File: config.mk
export PLATFORM = sky130hd
export DESIGN_NAME = hex_display_ctrl
export DESIGN_NICKNAME = d
export VERILOG_FILES = /design/src/rtl/hex_display_pkg.sv /design/src/rtl/hex_display_ctrl_seg.sv /design/src/rtl/hex_display_ctrl.sv
export SDC_FILE = /design/constraint.sdc
export NUM_CORES = 1
export LEC_CHECK = 0
export CAP_MARGIN = 20
export CORE_MARGIN = 3
export CORE_UTILIZATION = 50
export CTS_CLUSTER_DIAMETER = 60
export DETAILED_ROUTE_END_ITERATION = 10
export HOLD_SLACK_MARGIN = 0.15
export PLACE_DENSITY_LB_ADDON = 0.2
export SLEW_MARGIN = 15
export SYNTH_ARGS = -nofsm -noshare
export SYNTH_HDL_FRONTEND = slang
export SYNTH_SLANG_ARGS = --single-unit
File: constraint.sdc
create_clock -name clk -period 3.3 [get_ports clk]
set_clock_uncertainty 0.2 [all_clocks]
set_input_delay 0.33 -clock clk [delete_from_list [all_inputs] [get_ports clk]]
set_output_delay 0.33 -clock clk [all_outputs]
set_load 0.005 [all_outputs]
File: src/rtl/hex_display_pkg.sv
// Shared types and constants for the hex display controller.
//   state_e   : update sequencer states (IDLE, SCAN, COMMIT)
//   SEG_BLANK : active-low pattern with every segment and the DP off
//   DP_BIT    : bit position of the decimal point within a digit byte
package hex_display_pkg;

   typedef enum logic [1:0] {
      IDLE,
      SCAN,
      COMMIT
   } state_e;

   localparam logic [7:0]  SEG_BLANK = 8'hFF;
   localparam int unsigned DP_BIT    = 7;

endpackage

File: src/rtl/hex_display_ctrl_seg.sv
// Combinational hex-to-seven-segment decoder, active-low outputs.
//   hex_i [3:0] : nibble to display (0..F)
//   dot_i       : decimal point enable, active-high
//   seg_o [7:0] : segments {dp,g,f,e,d,c,b,a}, active-low
module hex_display_ctrl_seg (
   input  logic [3:0] hex_i,
   input  logic       dot_i,
   output logic [7:0] seg_o
);

   logic [6:0] gfedcba;

   always_comb begin
      gfedcba = 7'h7F;
      unique case (hex_i)
         4'h0: gfedcba = 7'h40;
         4'h1: gfedcba = 7'h79;
         4'h2: gfedcba = 7'h24;
         4'h3: gfedcba = 7'h30;
         4'h4: gfedcba = 7'h19;
         4'h5: gfedcba = 7'h12;
         4'h6: gfedcba = 7'h02;
         4'h7: gfedcba = 7'h78;
         4'h8: gfedcba = 7'h00;
         4'h9: gfedcba = 7'h10;
         4'hA: gfedcba = 7'h08;
         4'hB: gfedcba = 7'h03;
         4'hC: gfedcba = 7'h46;
         4'hD: gfedcba = 7'h21;
         4'hE: gfedcba = 7'h06;
         4'hF: gfedcba = 7'h0E;
         default: gfedcba = 7'h7F;
      endcase
   end

   assign seg_o = {~dot_i, gfedcba};

endmodule

File: src/rtl/hex_display_ctrl.sv
// Multi-digit active-low seven-segment controller.
//   clk, rst_n : clock, asynchronous active-low reset
//   load/ready : update handshake; value/dots/blank_lz sampled on load && ready
//   value      : NDIG hex nibbles, digit 0 least significant
//   dots       : per-digit decimal point enable
//   blank_lz   : leading-zero blanking enable
//   blink_en   : live per-digit blink enable
//   HEX        : registered segments, digit i on HEX[8i+7:8i], bit 7 = DP
// One shared decoder is time-multiplexed over the digits into staging
// registers; the committed registers only change in the single COMMIT cycle.
module hex_display_ctrl
   import hex_display_pkg::*;
#(
   parameter int unsigned NDIG      = 6,
   parameter int unsigned BLINK_DIV = 25_000_000
) (
   input  logic                clk,
   input  logic                rst_n,
   input  logic                load,
   output logic                ready,
   input  logic [4*NDIG-1:0]   value,
   input  logic [NDIG-1:0]     dots,
   input  logic                blank_lz,
   input  logic [NDIG-1:0]     blink_en,
   output logic [8*NDIG-1:0]   HEX
);

   localparam int unsigned IW = (NDIG > 1) ? $clog2(NDIG) : 1;
   localparam int unsigned CW = $clog2(BLINK_DIV);

   state_e                     state_q, state_d;
   logic [IW-1:0]              idx_q, idx_d;
   logic                       seen_nz_q, seen_nz_d;
   logic [NDIG-1:0][3:0]       value_q, value_d;
   logic [NDIG-1:0]            dots_q, dots_d;
   logic                       blank_lz_q, blank_lz_d;
   logic [NDIG-1:0][7:0]       stage_q, stage_d;
   logic [NDIG-1:0][7:0]       commit_q, commit_d;
   logic [NDIG-1:0][7:0]       hex_q, hex_d;
   logic [CW-1:0]              blink_cnt_q;
   logic                       phase_q;

   logic [3:0]                 nib;
   logic [7:0]                 seg_out;
   logic [7:0]                 digit;

   assign nib = value_q[idx_q];

   hex_display_ctrl_seg u_seg (
      .hex_i (nib),
      .dot_i (1'b0),
      .seg_o (seg_out)
   );

   assign ready = (state_q == IDLE);

   always_comb begin
      state_d    = state_q;
      idx_d      = idx_q;
      seen_nz_d  = seen_nz_q;
      value_d    = value_q;
      dots_d     = dots_q;
      blank_lz_d = blank_lz_q;
      stage_d    = stage_q;
      commit_d   = commit_q;
      digit      = SEG_BLANK;
      unique case (state_q)
         IDLE: begin
            if (load) begin
               value_d    = value;
               dots_d     = dots;
               blank_lz_d = blank_lz;
               idx_d      = IW'(NDIG - 1);
               seen_nz_d  = 1'b0;
               state_d    = SCAN;
            end
         end
         SCAN: begin
            // Scanning runs from the most significant digit down, so seen_nz
            // is exactly "some higher digit was non-zero".
            if (blank_lz_q && !seen_nz_q && (nib == 4'h0) && (idx_q != '0))
               digit = SEG_BLANK;
            else
               digit = seg_out;
            if (dots_q[idx_q])
               digit[DP_BIT] = 1'b0;
            stage_d[idx_q] = digit;
            seen_nz_d      = seen_nz_q | (nib != 4'h0);
            if (idx_q == '0)
               state_d = COMMIT;
            else
               idx_d = idx_q - 1'b1;
         end
         COMMIT: begin
            commit_d = stage_q;
            state_d  = IDLE;
         end
         default: state_d = IDLE;
      endcase
   end

   always_comb begin
      hex_d = '1;
      for (int unsigned i = 0; i < NDIG; i++)
         hex_d[i] = (phase_q && blink_en[i]) ? SEG_BLANK : commit_q[i];
   end

   always_ff @(posedge clk or negedge rst_n) begin
      if (!rst_n) begin
         state_q    <= IDLE;
         idx_q      <= '0;
         seen_nz_q  <= 1'b0;
         value_q    <= '0;
         dots_q     <= '0;
         blank_lz_q <= 1'b0;
         stage_q    <= '1;
         commit_q   <= '1;
         hex_q      <= '1;
      end else begin
         state_q    <= state_d;
         idx_q      <= idx_d;
         seen_nz_q  <= seen_nz_d;
         value_q    <= value_d;
         dots_q     <= dots_d;
         blank_lz_q <= blank_lz_d;
         stage_q    <= stage_d;
         commit_q   <= commit_d;
         hex_q      <= hex_d;
      end
   end

   // Free-running blink timebase, deliberately untouched by updates.
   always_ff @(posedge clk or negedge rst_n) begin
      if (!rst_n) begin
         blink_cnt_q <= '0;
         phase_q     <= 1'b0;
      end else if (blink_cnt_q == CW'(BLINK_DIV - 1)) begin
         blink_cnt_q <= '0;
         phase_q     <= ~phase_q;
      end else begin
         blink_cnt_q <= blink_cnt_q + 1'b1;
      end
   end

   assign HEX = hex_q;

endmodule

==> reports/results.txt, run 1 <==
The cell depth of the worst flop-to-flop path was 10. Cells with a size suffix above 1 make up 39.8% of the layout. The logs give 18.9% for the global-route usage over all layers and 53 for the number of unique standard cell types used by synthesis.

The count of antenna diodes in the layout is 0, and the register-to-register setup slack is 0.27 ns. The total overflow reported by the global router was 0. The share of synthesized registers carrying an async set or reset was 100%. The run gives 62.4% as the sequential fraction of the synthesis area. Setup repair after global routing left no endpoint under its margin. The run finished with clean final reports. For this run, design rule violations remaining after detail routing come to 0.

In this run the cell area of the synthesized design comes to 8590 sq um. Synthesized flop and latch total: 207. Of the total power, the clock network draws 22.6%. In this run the count of I/O pins placed on the die edge is 89.

For this design the ratio of total power to cell area is 1000 nW/um^2. For the setup TNS, the log shows 0 ns. The logs give 0 for the final-report hold violation count and 47 for the floorplan row count. The highest fanout seen on the critical path was 10; the number of global-route vias before repair was 5,476.

The area of the die was 18,800 sq um. The finished cells cover 10,500 sq um. The logs give 0.000650 V for the highest ir drop seen on vdd and 0 for the max-capacitance violation count. After legalization and detailed placement, the total HPWL measured 12,000 microns.

The run gives 3.51 ns as the data required time of the critical path. TritonCTS built the clock tree. For this design the total switching power over the nets is 3.30 mW. In this run, flip-flops and latches consume 42.6% of the power. The last weighted congestion value of the routability-driven placer was 0.800.

The number of buffers inserted by hold repair at cts was 1; the leakage power total was 4.44 nW. After detailed routing, the number of vias per cell comes to 5.26. The initial antenna violation count was 0. Ranked by total cell area, the synthesized netlist is headed by dfstp_2, dfrtp_1, mux2_2. Summing all placed instances gives a cell area of 9790 sq um. In this run the critical register-to-register path is captured at stage_q[27]. The first global-routing pass estimated 28,400 microns of wire. TritonCTS created 23 clock buffers. For the total clock sinks, the log shows 207. Clock-pin slew was measured on the worst setup and hold paths at 0.06 ns. The worst setup path is launched from a flop. The kind of path behind the tightest hold check was input pin to asynchronous set/reset pin.

For the total of warnings raised by yosys, the log shows 0. The filler cell count is 1,335, and the post-synth net total is 699. Across the whole layout, storage elements account for 5360 sq um. Headroom to the max-slew limit: 53.2%.

Clock latency on the worst-skew pair, taken at its later pin, is 0.49 ns. The maximum achievable frequency is 330 MHz, and the worst endpoint data arrival time is 3.24 ns. The count of buffers added on input and output ports is 88. Cell internal power was estimated by the tool at 7.25 mW.

The number of nets in the layout came out at 806. The clock passes through at most 3 buffers. The slew at the pin with the worst max-slew slack works out to 0.696 ns. In this run, the number of DRC markers left after iteration 0 of detailed routing was 281. Commonest register cell after synthesis: dfstp_2.

After synthesis, the largest area contributor takes up 44.0% of total cell area. In the final routed layout, each cell accounts on average for 17.2 microns. The share of total power consumed by net switching is 31.3%, and the synthesized area per cell is 13.2 sq um. The final critical path takes up 91.8% of the cycle.

Summed over all instances, the cell type with the most area after synthesis is dfstp_2. Die boundary width: 137 microns. The initial utilization of the core area, before any placement, comes to 51.4%. Once the clock tree was built, the resizer swapped 0 gates to a different size. The combinational fraction of design power is 34.8%. The minimum setup slack in the final design is 0.269 ns. The routed layout has 5,228 vias. The number of levels in the clock H-tree was 1; the number of pins with negative max-slew slack in the final report was 0. The setup slack at placement was 0.258 ns.

In this run the post-CTS setup repair buffer count came out at 0. Once detail routing completed, the nets flagged for antenna violations numbered 0. Entering global routing, the biggest net connects 77 pins. The routed design has 17,100 microns of wire. Measured along the y axis, the die boundary spans 137 microns. Among all cell types in the netlist, the one instantiated most often is dfstp_2. Compared with the post-synthesis result, the final layout area differs by 22.4%. The master cell of the clock root buffer was clkbuf_16. In the final layout, the multi-input gates occupy 3100 sq um.

Before antenna repair, the detailed router went through 7 iterations. Cells fill 63.0% of the core in the end. By count the netlist is led by dfstp_2, mux2_2, dfrtp_1.

Start of the worst register-to-register path: idx_q[0]. Count of mapped cells out of synthesis: 650. The region available for standard cell placement spans 16,700 sq um. Counting flops with a built-in enable in the synthesized netlist gives 0. The minimum clock period after layout came out at 3.03 ns.

The total setup violations reported at the end of the flow came out at 0. The kind of end point of the critical path was a flop. The critical path in this run is classified as flop to flop.
critical path, stage by stage, from the launching register on:
cell	delay (ns)
dfrtp_1	0.57
buf_4	0.26
mux2i_1	0.28
o22ai_1	0.13
nor2_1	0.15
ha_1	0.24
nand2_1	0.11
o31ai_1	0.33
mux2i_1	0.14
mux2_4	0.37
o21ai_2	0.16
cell families (layout without fill, tap and decap cells):
| group | after synthesis | count (layout) | synth area share, % |
|---|---|---|---|
| XOR/XNOR | 21 | 21 | 2.14 |
| AND/OR/NAND/NOR | 205 | 205 | 12.5 |
| buffers and inverters | 35 | 158 | 1.66 |
| AO/OA/AOI/OAI | 59 | 59 | 5.02 |
| flip-flops | 207 | 207 | 62.4 |
| multiplexers | 114 | 114 | 15.0 |
| adder cells (fa/ha/maj) | 9 | 9 | 1.31 |
stage by stage:
stage / std cells / power [mW] / hold slack (ns)
finish: 993 / 10.5 / 0.251
CTS: 993 / 10.7 / 0.228
detailed placement: 951 / 8.23 / 0.210
global route: 993 / 11.2 / 0.239
floorplan: 650 / 6.70 / -0.166
global placement: 951 / 8.07 / 0.200
how the worst max path moves through the flow:
stage,slack [ns],from,endpoint,depth (start not counted)
floorplan,0.41,idx_q[0],stage_q[14],10
global placement,0.40,idx_q[0],stage_q[25],11
detailed placement,0.26,idx_q[0],stage_q[8],10
CTS,0.25,idx_q[0],stage_q[40],6
global route,0.04,idx_q[0],stage_q[1],11
finish,0.27,idx_q[0],stage_q[27],10
sequential cells by signal, indices dropped and copies added, names as in the netlist:
name,count
phase_q,1
idx_q,3
seen_nz_q,1
blink_cnt_q,25
stage_q,48
HEX,48
blank_lz_q,1
value_q,24
dots_q,6
commit_q,48
state_q,2
placed cells by master, fill, tap and decap left out, drive strengths merged, types with 3 or more instances in the layout:
cell type	netlist	routed
dfstp	144	144
mux2	104	104
clkdlybuf4s50	0	87
dfrtp	63	63
nand2b	52	52
nand2	51	51
clkbuf	12	37
nor2	34	34
nand3	21	21
o31ai	16	16
buf	11	16
o21ai	16	16
xor2	13	13
inv	11	12
mux2i	9	9
ha	9	9
nand4	8	8
xnor2	8	8
and3	6	6
nor2b	6	6
a21oi	6	6
nor3	5	5
a31oi	5	5
and2	4	4
and4	4	4
clkinv	1	4
or4	3	3
or3	3	3
power by group through the flow:
stage	clock, mW	combinational (mW)	sequential [mW]
detailed placement	0	3.68	4.54
finish	2.38	3.67	4.49
global route	2.56	4.02	4.62
CTS	2.45	3.70	4.51
global placement	0	3.55	4.52
floorplan	0	2.36	4.34
layout make-up:
type / count / share of cell area [%]
clock buffer: 36 / 6.32
clock inverter: 5 / 0.488
inverter: 12 / 0.428
multi-input combinational: 408 / 29.4
sequential: 207 / 51.0
tap: 220 / 2.62
timing repair buffer: 105 / 9.76
routing by layer:
layer  part of all wire (%)  global-route usage [%]
met5                      0                       0
met4                    1.7                    4.60
met3                    3.8                    3.31
met2                     50                    31.7
met1                     44                    25.7
(Power assumes the default switching activity.)
==> run 2, diff against run 1 <==
- clock period: 3.3 -> 3.2 ns (I/O delays scaled with it)
==> run 2 against run 1 <==
  * Via count rose by 0.80%
  * Flip-flop and latch count did not move
  * First-iteration DRC count increased by 22%
  * Clock-buffer cell count fell by 3
  * Non-clock buffer count stayed put
  * Sequential power up 3%
  * Die area stayed put
  * Worst setup slack improved by 0.013 ns
  * Total power grew 5.1%
  * Fmax increased by 3.9%
  * Hold slack lost 0.019 ns
  * Sequential share of layout area decreased by 0.34 points
==> reports/results.txt, run 2 (same netlist as run 1, synthesis figures left out) <==
The run finished with clean final reports. The highest fanout seen on the critical path is 10 (unchanged). The number of buffers added on ports came out at 88 (unchanged).

The die boundary width is 137 microns (unchanged). The min-delay analysis places its worst path in the category input pin to flop. The leakage power total was 4.45 nW (+0.34%).

For the largest net degree at the start of global routing, the log shows 87 (+13%). Setup repair after global routing left no endpoint under its margin. The number of buffers inserted during clock tree synthesis came out at 22 (-4.3%). Per-cell via count in the routed design: 5.31 (+0.90%). The number of DRC violations after detailed-routing iteration 0 is 343 (+22%), and the delay of the slowest cell on the worst path is 0.49 ns (-0.08 ns). The maximum root-to-sink buffer count is 3 (unchanged). The number of levels in the clock H-tree came out at 1 (unchanged). The total setup violations reported at the end of the flow is 0 (unchanged), and the met1 usage is 26.0% (+0.26 points).

The final clock period utilization by the worst path was 91.2% (-0.66 points). The average detailed-routed wire length per instance was 17.0 microns (-0.97%); the minimum clock period after layout was 2.92 ns (-0.113 ns). The run gives 5,270 (+0.80%) as the total via count in the routed design. TritonCTS built the clock tree.

Kind of end point of the critical path: a flop. For the setup slack at placement, the log shows 0.133 ns (-0.125 ns). The library cell used most frequently in the layout, excluding fill and tap cells, is dfstp_2. The global-route usage over all layers is 18.6% (-0.27 points), and the final hold slack is 0.232 ns (-0.0187 ns). The tools report the combined area of the multi-input logic cells as 3100 sq um (+0.12%). The minimum setup slack in the final design was 0.282 ns (+0.0128 ns); the number of nets with antenna violations after routing was 0 (unchanged). The sequential standard cell area came out at 5360 sq um (about the same). The combinational fraction of design power was 34.5% (-0.3 points); the share of total power consumed by net switching was 31.0% (-0.30 points). The global routing usage on met2 is 30.1% (-1.6 points). The core footprint came out at 16,700 sq um (unchanged). For the max-capacitance violation count, the log shows 0 (unchanged). The headroom to the max-slew limit came out at 52.7% (-0.56 points). The filler cell count is 1,285 (-3.7%). The run gives 805 (-0.12%) as the number of nets in the layout.

The maximum achievable frequency is 343 MHz (+3.9%), and the number of buffers and inverters on the critical path is 1 (unchanged). The logs give 0 (unchanged) for the total overflow reported by the global router and 0 ns (unchanged) for the setup TNS. The clock share of power was 23.6% (+1.0 points). The aggregate routed wire length is 16,900 microns (-1.1%), and the fraction of layout cells with a size suffix above 1 is 40.3% (+0.44 points). Traced cell by cell, the critical path runs through buf_4 -> mux2i_2 -> o22ai_1 -> nor2_1 -> ha_1 -> nand2_1 -> o31ai_1 -> mux2i_1 -> mux2_4 -> o21ai_2.

The run gives 51.4% (unchanged) as the starting utilization of the core area. The final design area excluding fillers is 10,600 sq um (+0.69%). The highest ir drop seen on vdd is 0.000482 V (-26%).

The cell at the slowest stage of the critical path is dfrtp_2. First-pass GRT wire length: 28,100 microns (-1.1%). The tools report the number of remaining DRC errors as 0 (unchanged). The run gives 3.42 ns (-0.09 ns) as the data required time of the critical path. Last weighted congestion value of the routability-driven placer: 0.804 (+0.45%). Setup fix buffers added after clock tree synthesis: 0 (unchanged). The final-report hold violation count is 0 (unchanged), and the number of detailed-routing iterations run before antenna repair is 6 (-1).

The tools report the master cell of the clock root buffer as clkbuf_16. Compared with the post-synthesis result, the final layout area differs by 23.3%. The register share of total power came out at 41.9% (-0.7 points). The number of pins with negative max-slew slack in the final report is 0 (unchanged). Clock transition at the registers of the reported paths: 0.06 ns (about the same).

For the initial antenna violation count, the log shows 0 (unchanged). The end-of-flow core utilization is 63.4% (+0.43 points), and the worst endpoint data arrival time is 3.13 ns (-0.11 ns). The power spent charging and discharging nets is 3.44 mW (+4.1%). The floorplan row count is 47 (unchanged). The detailed-placement wirelength estimate is 11,800 microns (-1.3%). The worst setup path is launched from a flop.

The total cell area at the placement stage was 9820 sq um (+0.26%). The total clock sinks is 207 (unchanged). Source-to-sink clock delay at the later pin of the worst-skew pair: 0.50 ns (about the same).

Die outline height: 137 microns (unchanged). The number of ports placed on the die boundary is 89 (unchanged). The global-route layer with the greatest usage was met2. The library cells used most frequently in the layout, excluding fill and tap cells, are dfstp_2, mux2_2, clkdlybuf4s50_1. The run gives 0 (unchanged) as the count of antenna diodes in the layout.

The total power divided by cell area works out to 1050 nW/um^2 (+4.3%). Met3 track utilization from global routing: 3.05% (-0.26 points). The number of global-route vias before repair is 5,469 (-0.13%), and the slew at the pin with the worst max-slew slack is 0.704 ns (+0.00831 ns). The area of the die is 18,800 sq um (unchanged), and the internal power consumption is 7.65 mW (+5.5%).

The category of cells accounting for the largest share of critical-path delay is multiplexers. The critical path in this run is classified as flop to flop.
-- run 2: through the flow --
step                      cells  total power, mW
after floorplan             650             6.90
after detailed placement    951             8.53
after global placement      951             8.35
after CTS                   992             11.2
final                       992             11.1
after global routing        992             11.8
-- run 2: area by class of cell --
| class | count | area share (%) |
|---|---|---|
| clock buffers | 33 | 6.07 |
| inverters | 12 | 0.425 |
| multi-input cells | 408 | 29.3 |
| clock inverters | 7 | 1.09 |
| well taps | 220 | 2.60 |
| repair buffers | 105 | 9.93 |
| flip-flops and latches | 207 | 50.6 |
-- run 2: metal layers --
layer  vias to the layer above  share of wire [%]
met5                         -                  0
met4                         0                2.3
met3                        26                4.8
met2                       121                 48
met1                      2644                 45
li1                       2479                  -
-- run 2: timing repair --
item	CTS	global route
endpoints found under the setup margin	0	32
gates resized for setup	0	2
hold endpoints to repair	84	0
hold buffers	1	0
-- run 2: worst paths after layout --
kind | startpoint | to | slack, ns | cells after the start
setup / recovery | idx_q[0] | stage_q[11] | 0.28 | 10
hold / removal | value[20] | value_q[20] | 0.23 | 2
setup reg to reg | idx_q[0] | stage_q[11] | 0.28 | 10
hold reg to reg | stage_q[15] | stage_q[15] | 0.26 | 2
max in group asynchronous | rst_n | HEX[14] | 1.70 | 3
min in group asynchronous | rst_n | blank_lz_q | 0.26 | 2
-- run 2: power groups by stage --
stage | logic (mW) | registers, mW | clock network, mW
floorplan | 2.43 | 4.48 | 0
global placement | 3.69 | 4.66 | 0
detailed placement | 3.83 | 4.69 | 0
CTS | 3.85 | 4.65 | 2.68
global route | 4.19 | 4.77 | 2.79
finish | 3.82 | 4.64 | 2.62
